**src/rtl/dram_read_master.sv**
```systemverilog
// AXI4 read master for single-burst DRAM read requests. A request that crosses
// a 4 KiB page is issued as two back-to-back bursts with one AR in flight.
module dram_read_master #(
  parameter int          DRAM_ADDR_WIDTH = 39,
  parameter int          DRAM_DATA_WIDTH = 128,
  parameter logic [15:0] AXI_ID          = 16'd0
) (
  input  logic                       s_axi_aclk,
  input  logic                       s_axi_aresetn,
  input  logic [DRAM_ADDR_WIDTH-1:0] dram_read_addr,
  input  logic [7:0]                 dram_read_len,
  input  logic                       dram_read_en,
  input  logic                       dram_buffer_full,
  output logic [DRAM_DATA_WIDTH-1:0] dram_read_data,
  output logic                       dram_read_data_valid,
  output logic                       dram_read_busy,
  output logic                       dram_read_error,
  output logic [DRAM_ADDR_WIDTH-1:0] m_axi_araddr,
  output logic [7:0]                 m_axi_arlen,
  output logic [2:0]                 m_axi_arsize,
  output logic [1:0]                 m_axi_arburst,
  output logic [15:0]                m_axi_arid,
  output logic                       m_axi_arvalid,
  input  logic                       m_axi_arready,
  input  logic [DRAM_DATA_WIDTH-1:0] m_axi_rdata,
  input  logic [1:0]                 m_axi_rresp,
  input  logic                       m_axi_rlast,
  input  logic                       m_axi_rvalid,
  output logic                       m_axi_rready,
  input  logic [15:0]                m_axi_rid
);
  localparam int BPB      = DRAM_DATA_WIDTH / 8;
  localparam int BPB_LOG2 = $clog2(BPB);
  localparam logic [DRAM_ADDR_WIDTH-1:0] BEAT_MASK = DRAM_ADDR_WIDTH'(BPB - 1);
  localparam logic [DRAM_ADDR_WIDTH-1:0] PAGE_MASK = DRAM_ADDR_WIDTH'(4095);
  localparam logic [DRAM_ADDR_WIDTH-1:0] PAGE      = DRAM_ADDR_WIDTH'(4096);

  typedef enum logic [1:0] {IDLE, ADDR, DATA} state_t;

  typedef struct packed {
    logic [DRAM_ADDR_WIDTH-1:0] addr;
    logic [7:0]                 len;
  } burst_t;

  state_t state, state_d;
  burst_t cur, nxt;
  logic   nxt_pend;
  logic [8:0] beat_cnt;

  logic [DRAM_ADDR_WIDTH-1:0] req_addr;
  logic [12:0] page_left, bnd_beats;
  logic        split;
  burst_t      b1, b2;
  logic        r_hs, last_beat;
  logic        unused_rid;

  assign unused_rid = ^m_axi_rid;

  // Page split: B beats fit before the boundary; split when N = len+1 > B.
  assign req_addr  = dram_read_addr & ~BEAT_MASK;
  assign page_left = 13'd4096 - {1'b0, req_addr[11:0]};
  assign bnd_beats = page_left >> BPB_LOG2;
  assign split     = {5'd0, dram_read_len} >= bnd_beats;
  assign b1.addr   = req_addr;
  assign b1.len    = split ? bnd_beats[7:0] - 8'd1 : dram_read_len;
  assign b2.addr   = (req_addr & ~PAGE_MASK) + PAGE;
  assign b2.len    = dram_read_len - bnd_beats[7:0];

  assign r_hs      = m_axi_rvalid && m_axi_rready;
  assign last_beat = (beat_cnt == 9'd1);

  assign m_axi_araddr   = cur.addr;
  assign m_axi_arlen    = cur.len;
  assign m_axi_arsize   = 3'(BPB_LOG2);
  assign m_axi_arburst  = 2'b01;
  assign m_axi_arid     = AXI_ID;
  assign m_axi_arvalid  = (state == ADDR);
  assign m_axi_rready   = (state == DATA) && !dram_buffer_full;
  assign dram_read_busy = (state != IDLE);

  always_ff @(posedge s_axi_aclk or negedge s_axi_aresetn) begin
    if (!s_axi_aresetn) state <= IDLE;
    else                state <= state_d;
  end

  always_comb begin
    state_d = state;
    case (state)
      IDLE: if (dram_read_en)  state_d = ADDR;
      ADDR: if (m_axi_arready) state_d = DATA;
      DATA: if (r_hs && last_beat) state_d = nxt_pend ? ADDR : IDLE;
      default: state_d = IDLE;
    endcase
  end

  always_ff @(posedge s_axi_aclk or negedge s_axi_aresetn) begin
    if (!s_axi_aresetn) begin
      cur                  <= '0;
      nxt                  <= '0;
      nxt_pend             <= 1'b0;
      beat_cnt             <= '0;
      dram_read_data       <= '0;
      dram_read_data_valid <= 1'b0;
      dram_read_error      <= 1'b0;
    end else begin
      dram_read_data_valid <= r_hs;
      if (r_hs) dram_read_data <= m_axi_rdata;
      case (state)
        IDLE: if (dram_read_en) begin
          cur      <= b1;
          nxt      <= b2;
          nxt_pend <= split;
        end
        ADDR: if (m_axi_arready) beat_cnt <= {1'b0, cur.len} + 9'd1;
        DATA: if (r_hs) begin
          beat_cnt <= beat_cnt - 9'd1;
          // Termination is counter-driven; a stray or missing rlast only flags.
          if (m_axi_rresp != 2'b00 || m_axi_rlast != last_beat)
            dram_read_error <= 1'b1;
          if (last_beat && nxt_pend) begin
            cur      <= nxt;
            nxt_pend <= 1'b0;
          end
        end
        default: ;
      endcase
    end
  end
endmodule

```
**config.mk**
```make
export PLATFORM = sky130hd
export DESIGN_NAME = dram_read_master
export DESIGN_NICKNAME = d
export VERILOG_FILES = /design/src/rtl/dram_read_master.sv
export SDC_FILE = /design/constraint.sdc
export NUM_CORES = 1
export LEC_CHECK = 0
export CORE_AREA = 2 2 155 157
export DETAILED_ROUTE_END_ITERATION = 7
export DIE_AREA = 0 0 157 159
export PLACE_DENSITY = 0.81
export RECOVER_POWER = 100
export SETUP_SLACK_MARGIN = 0.4
export SLEW_MARGIN = 0
export SYNTH_ARGS = -nofsm -noshare
export SYNTH_HDL_FRONTEND = slang
export SYNTH_SLANG_ARGS = --single-unit
```
**constraint.sdc**
```tcl
create_clock -name s_axi_aclk -period 3.57 [get_ports s_axi_aclk]
set_input_delay 0.5355 -clock s_axi_aclk [delete_from_list [all_inputs] [get_ports s_axi_aclk]]
set_output_delay 0.5355 -clock s_axi_aclk [all_outputs]
set_load 0.02 [all_outputs]
```
==> metrics.sh <==
SYNTH_LARGEST_TYPE_AREA_FRACTION_PCT=53.4
MAXSLEWHEADROOM_PCT=-40.2
FILLER_CELL_COUNT=1884
SYNTH_ENABLE_FLOP_CELLS=0
FINAL_CELLS=1849
PATH_CLASS='in -> reg'
DRT_DRC_VIOLATIONS_LEFT=0
TIMING.FMAX_MHz=307
TERMINATION_OF_THE_WORST_SETUP_PATH='m_axi_arlen[6]$_DFFE_PN0P_'
CTS.HTREE.LEVELS=1
POWER_LEAKAGE_uW=0.00720
CP_CELL_SEQUENCE='dlygate4sd2_1 -> inv_1 -> ha_1 -> nor3b_4 -> xor2_1 -> ha_1 -> nand3_2 -> a21oi_1 -> or4b_1 -> o211a_4 -> buf_4 -> o211ai_1 -> o311ai_4'
DRIVE_ABOVE_1_SHARE_PCT=6.21
PERIOD_SHARE_PCT=91.2
WORST_EP_ARRIVAL_TIME_NS=3.60
CTS_SINK_COUNT=220
MET2WIRELENGTH_MM=15.6
PLACE.DETAILED.INSTANCES=1796
POST-SYNTH-TOP-AREA-CELL='sky130_fd_sc_hd__dfrtp_1'
R2R_START='beat_cnt[1]$_DFFE_PN0P_'
CLOCKPOWERSHARE_PCT=21.3
SETUP_VIOL=0
TIMING.MAX_CAP.VIOLATIONS=3
GRT_PASS1_WL_MM=48.0
SYNTH-SEQ-CELLS=220
SYN_AREA_UM2=10300
DRT_PASS1_ITERATIONS=5
ROUTE.VIAS.TOTAL=9230
SYNTHTOPCELLSBYAREA='sky130_fd_sc_hd__dfrtp_1, sky130_fd_sc_hd__nand2_1, sky130_fd_sc_hd__o21ai_0'
LAYOUT.NETS=1721
CRITPATHMOSTFREQUENTCELL='sky130_fd_sc_hd__ha_1'
LAYOUT_MIN_CYCLE_TIME_NS=3.26
CRIT-REG2REG-CAPTURE='m_axi_araddr[23]$_DFFE_PN0P_'
WORST-R2R-CELL-COUNT=8
IO_PINS=401
ANTENNA_LEFT=0
SYNTHARSTFLOPSHARE_PCT=100
SEQUENTIAL_CELL_FRACTION_OF_TOTAL_POWER_PCT=34.3
MAX-VDD-IR-DROP_uV=474
SLOWEST_STAGE='sky130_fd_sc_hd__or4b_1'
CTS_HOLD_BUF=0
GRT.TOTAL_USAGE_PCT=23.9
CLKSLEWWORSTSETUPHOLDPATHS_NS=0.06
TOP_LAYER_USED='met5'
ANTENNA_FOUND_INITIAL=3
GRT_SETUP_UNREPAIRED='no'
POSTSYNTHCELLCOUNT=1157
VIAS_PER_CELL=4.99
HOLDCRITPATHCLASS='reg -> reg'
INITIAL_UTILIZATION_PCT=44.5
DRT_WL_TOTAL_MM=30.8
WL_MET1_MM=11.4
SITE_ROW_COUNT=56
TRITONCTS_CLOCK_TREE='done'
DRT_ITER0_DRC=611
POWER-PER-CELL-AREA_nW_PER_UM2=836
DIE_BOUNDARY_HEIGHT_UM=159
PATH_MAX_FANOUT=8
CP-STARTPOINT='dram_read_addr[5]'
POSTSYNTHAREAPERCELL_UM2=8.92
KIND_OF_LAUNCH_POINT_OF_THE_WORST_SETUP_PATH='input pin'
DP.FINAL_HPWL_MM=22.3
FINCLKSKEW_NS=0.00942
TOP_FF_CELL_SYNTH='sky130_fd_sc_hd__dfrtp_1'
PIN_COUNT_OF_THE_BIGGEST_NET_ENTERING_GLOBAL_ROUTING=130
VIOLATED_CHECKS='max-capacitance violations, max-slew violations'
WL_PER_CELL_UM=16.7
WORST_SKEW_PAIR.LATE_LATENCY_NS=0.52
CORE_REGION_AREA_UM2=23200
NUMPORTBUFFERS=355
PLACED_CELL_AREA_UM2=14200
DIE_AREA_UM2=25000
SYNTH_SEQ_AREA_SHARE_PCT=53.4
SYNTHMOSTINSTANTIATEDCELL='sky130_fd_sc_hd__nand2_1'
CTS_BUFFERS=26
FINALINSTANCEAREA_UM2=15100
NUMBER_OF_DISTINCT_LIBRARY_CELLS_AFTER_SYNTHESIS=64
DIE_W_UM=157
COMB_POWER_SHARE_PCT=44.5
GRT.OVERFLOW.TOTAL=0
WORSTMARGINPINSLEW_NS=2.10
CTS-ROOT-BUF='sky130_fd_sc_hd__clkbuf_16'
CP_SLOWEST_STAGE_DELAY_NS=0.59
REG2REG_SETUP_SLACK_NS=0.64
TOTAL_SWITCHING_POWER_uW=4990
RESULT_OF_THE_RUN='complete, but fails checks'
FINAL_UTIL_PCT=65.0
CLOCK_BUFFER_DEPTH=3
GPL_CONGESTION=0.877
GRT_PASS1_VIAS=9024
DESIGN_INTERNAL_POWER_uW=7610
CRITPATHCAPTURETYPE='flip-flop'
HOLD_VIOL_FINAL=0
WL_MET3_MM=2.73
AREAGROWTHSYNTHTOFINISH_PCT=46.0
NET_SWITCHING_SHARE_OF_THE_TOTAL_POWER_PCT=39.6
NUMBER_OF_MAX_SLEW_VIOLATIONS_IN_THE_FINAL_REPORT=173
YOSYS-TOP-CELLS-COUNT='sky130_fd_sc_hd__nand2_1, sky130_fd_sc_hd__dfrtp_1, sky130_fd_sc_hd__o21ai_0, sky130_fd_sc_hd__clkbuf_1, sky130_fd_sc_hd__mux2i_1'
YS_WARN_COUNT=0
WORSTPATHREQUIRED_NS=3.92
[through the flow]
stage / setup WS [ns] / TNS [ns] / hold WS, ns / total power (uW)
finish: 0.314 / 0 / 0.463 / 12600
global route: 0.196 / 0 / 0.487 / 13400
floorplan: 0.410 / 0 / 0.240 / 7480
global placement: -0.303 / -2.30 / 0.457 / 10200
CTS: 0.408 / 0 / 0.0217 / 13100
detailed placement: -0.422 / -3.50 / 0.461 / 10400
[cell type report]
type                    count  area [um^2]  share of cell area [%]
flip-flops and latches    220         5510                    36.5
inverters                  17         65.1                   0.432
multi-input cells         857         4430                    29.4
diodes                      1         2.50                  0.0166
clock inverters             7         87.6                   0.581
clock buffers              41          788                    5.23
repair buffers            387         3790                    25.1
well taps                 319          399                    2.65
[power groups by stage]
stage | Sequential, uW | Combinational [uW] | Clock [uW]
after CTS | 4370 | 6010 | 2740
after global placement | 4340 | 5850 | 0
after global routing | 4460 | 6120 | 2840
final | 4320 | 5610 | 2680
after detailed placement | 4390 | 5980 | 0
after floorplan | 5400 | 2080 | 0
[critical path: cells and delay by family]
family	cells	cell delay [ns]
buffers and inverters	3	0.58
adder cells (fa/ha/maj)	2	0.59
AND/OR/NAND/NOR	3	0.93
AO/OA/AOI/OAI	4	0.74
XOR/XNOR	1	0.21
[cell usage in the layout (no fill, tap or decap), drive strengths merged, types with 12 or more instances in the layout]
| cell | count |
|---|---|
| nand3 | 13 |
| clkbuf | 50 |
| inv | 16 |
| buf | 24 |
| nand2 | 497 |
| conb | 25 |
| a21oi | 24 |
| o21ai | 74 |
| xnor2 | 24 |
| mux2i | 29 |
| xor2 | 23 |
| clkdlybuf4s50 | 177 |
| nor2 | 28 |
| nand4 | 12 |
| dlygate4sd3 | 175 |
| dfrtp | 220 |
[per-layer routing]
metal  up-vias  global-route usage, %
met3        62                   7.24
li1       4431                      -
met2       342                   42.5
met5         -                      0
met1      4391                   27.5
met4         4                   7.59
[how the worst min path moves through the flow]
stage / startpoint / endpoint / depth (start not counted) / slack (ns)
6_report: dram_read_data[36]$_DFFE_PN0P_ / dram_read_data[36]$_DFFE_PN0P_ / 2 / 0.46
5_1_grt: dram_read_data[103]$_DFFE_PN0P_ / dram_read_data[103]$_DFFE_PN0P_ / 2 / 0.49
4_1_cts: s_axi_aresetn / nxt[45]$_DFFE_PN0P_ / 1 / 0.02
3_5_place_dp: dram_read_data[89]$_DFFE_PN0P_ / dram_read_data[89]$_DFFE_PN0P_ / 2 / 0.46
3_3_place_gp: dram_read_data[50]$_DFFE_PN0P_ / dram_read_data[50]$_DFFE_PN0P_ / 2 / 0.46
2_1_floorplan: s_axi_aresetn / beat_cnt[0]$_DFFE_PN0P_ / 0 / 0.24
[timing repair]
item,in CTS,in global routing
gates resized for setup,6,7
buffers inserted,0,4
pin swaps,2,8
setup endpoints to repair,10,9
[cells by family (layout without fill, tap and decap cells)]
logic type | count (synthesis) | in the layout | synth area share (%)
AOI/OAI and AO/OA | 145 | 145 | 9.03
xor gates and xnor gates | 48 | 48 | 4.22
DFF | 220 | 220 | 53.4
and+or+nand+nor | 596 | 596 | 23.7
muxes | 29 | 29 | 2.81
adders and majority gates | 14 | 14 | 1.72
other | 2 | 26 | 0.0728
buffers and inverters | 103 | 452 | 5.13
[flip-flops by register name, indices dropped and copies added, names as in the netlist]
register and count:
beat_cnt 9, m_axi_arlen 8, nxt_pend 1, nxt 35, dram_read_data 128, dram_read_error 1
dram_read_data_valid 1, m_axi_araddr 35, state 2
Power figures use the tool's default switching activity.
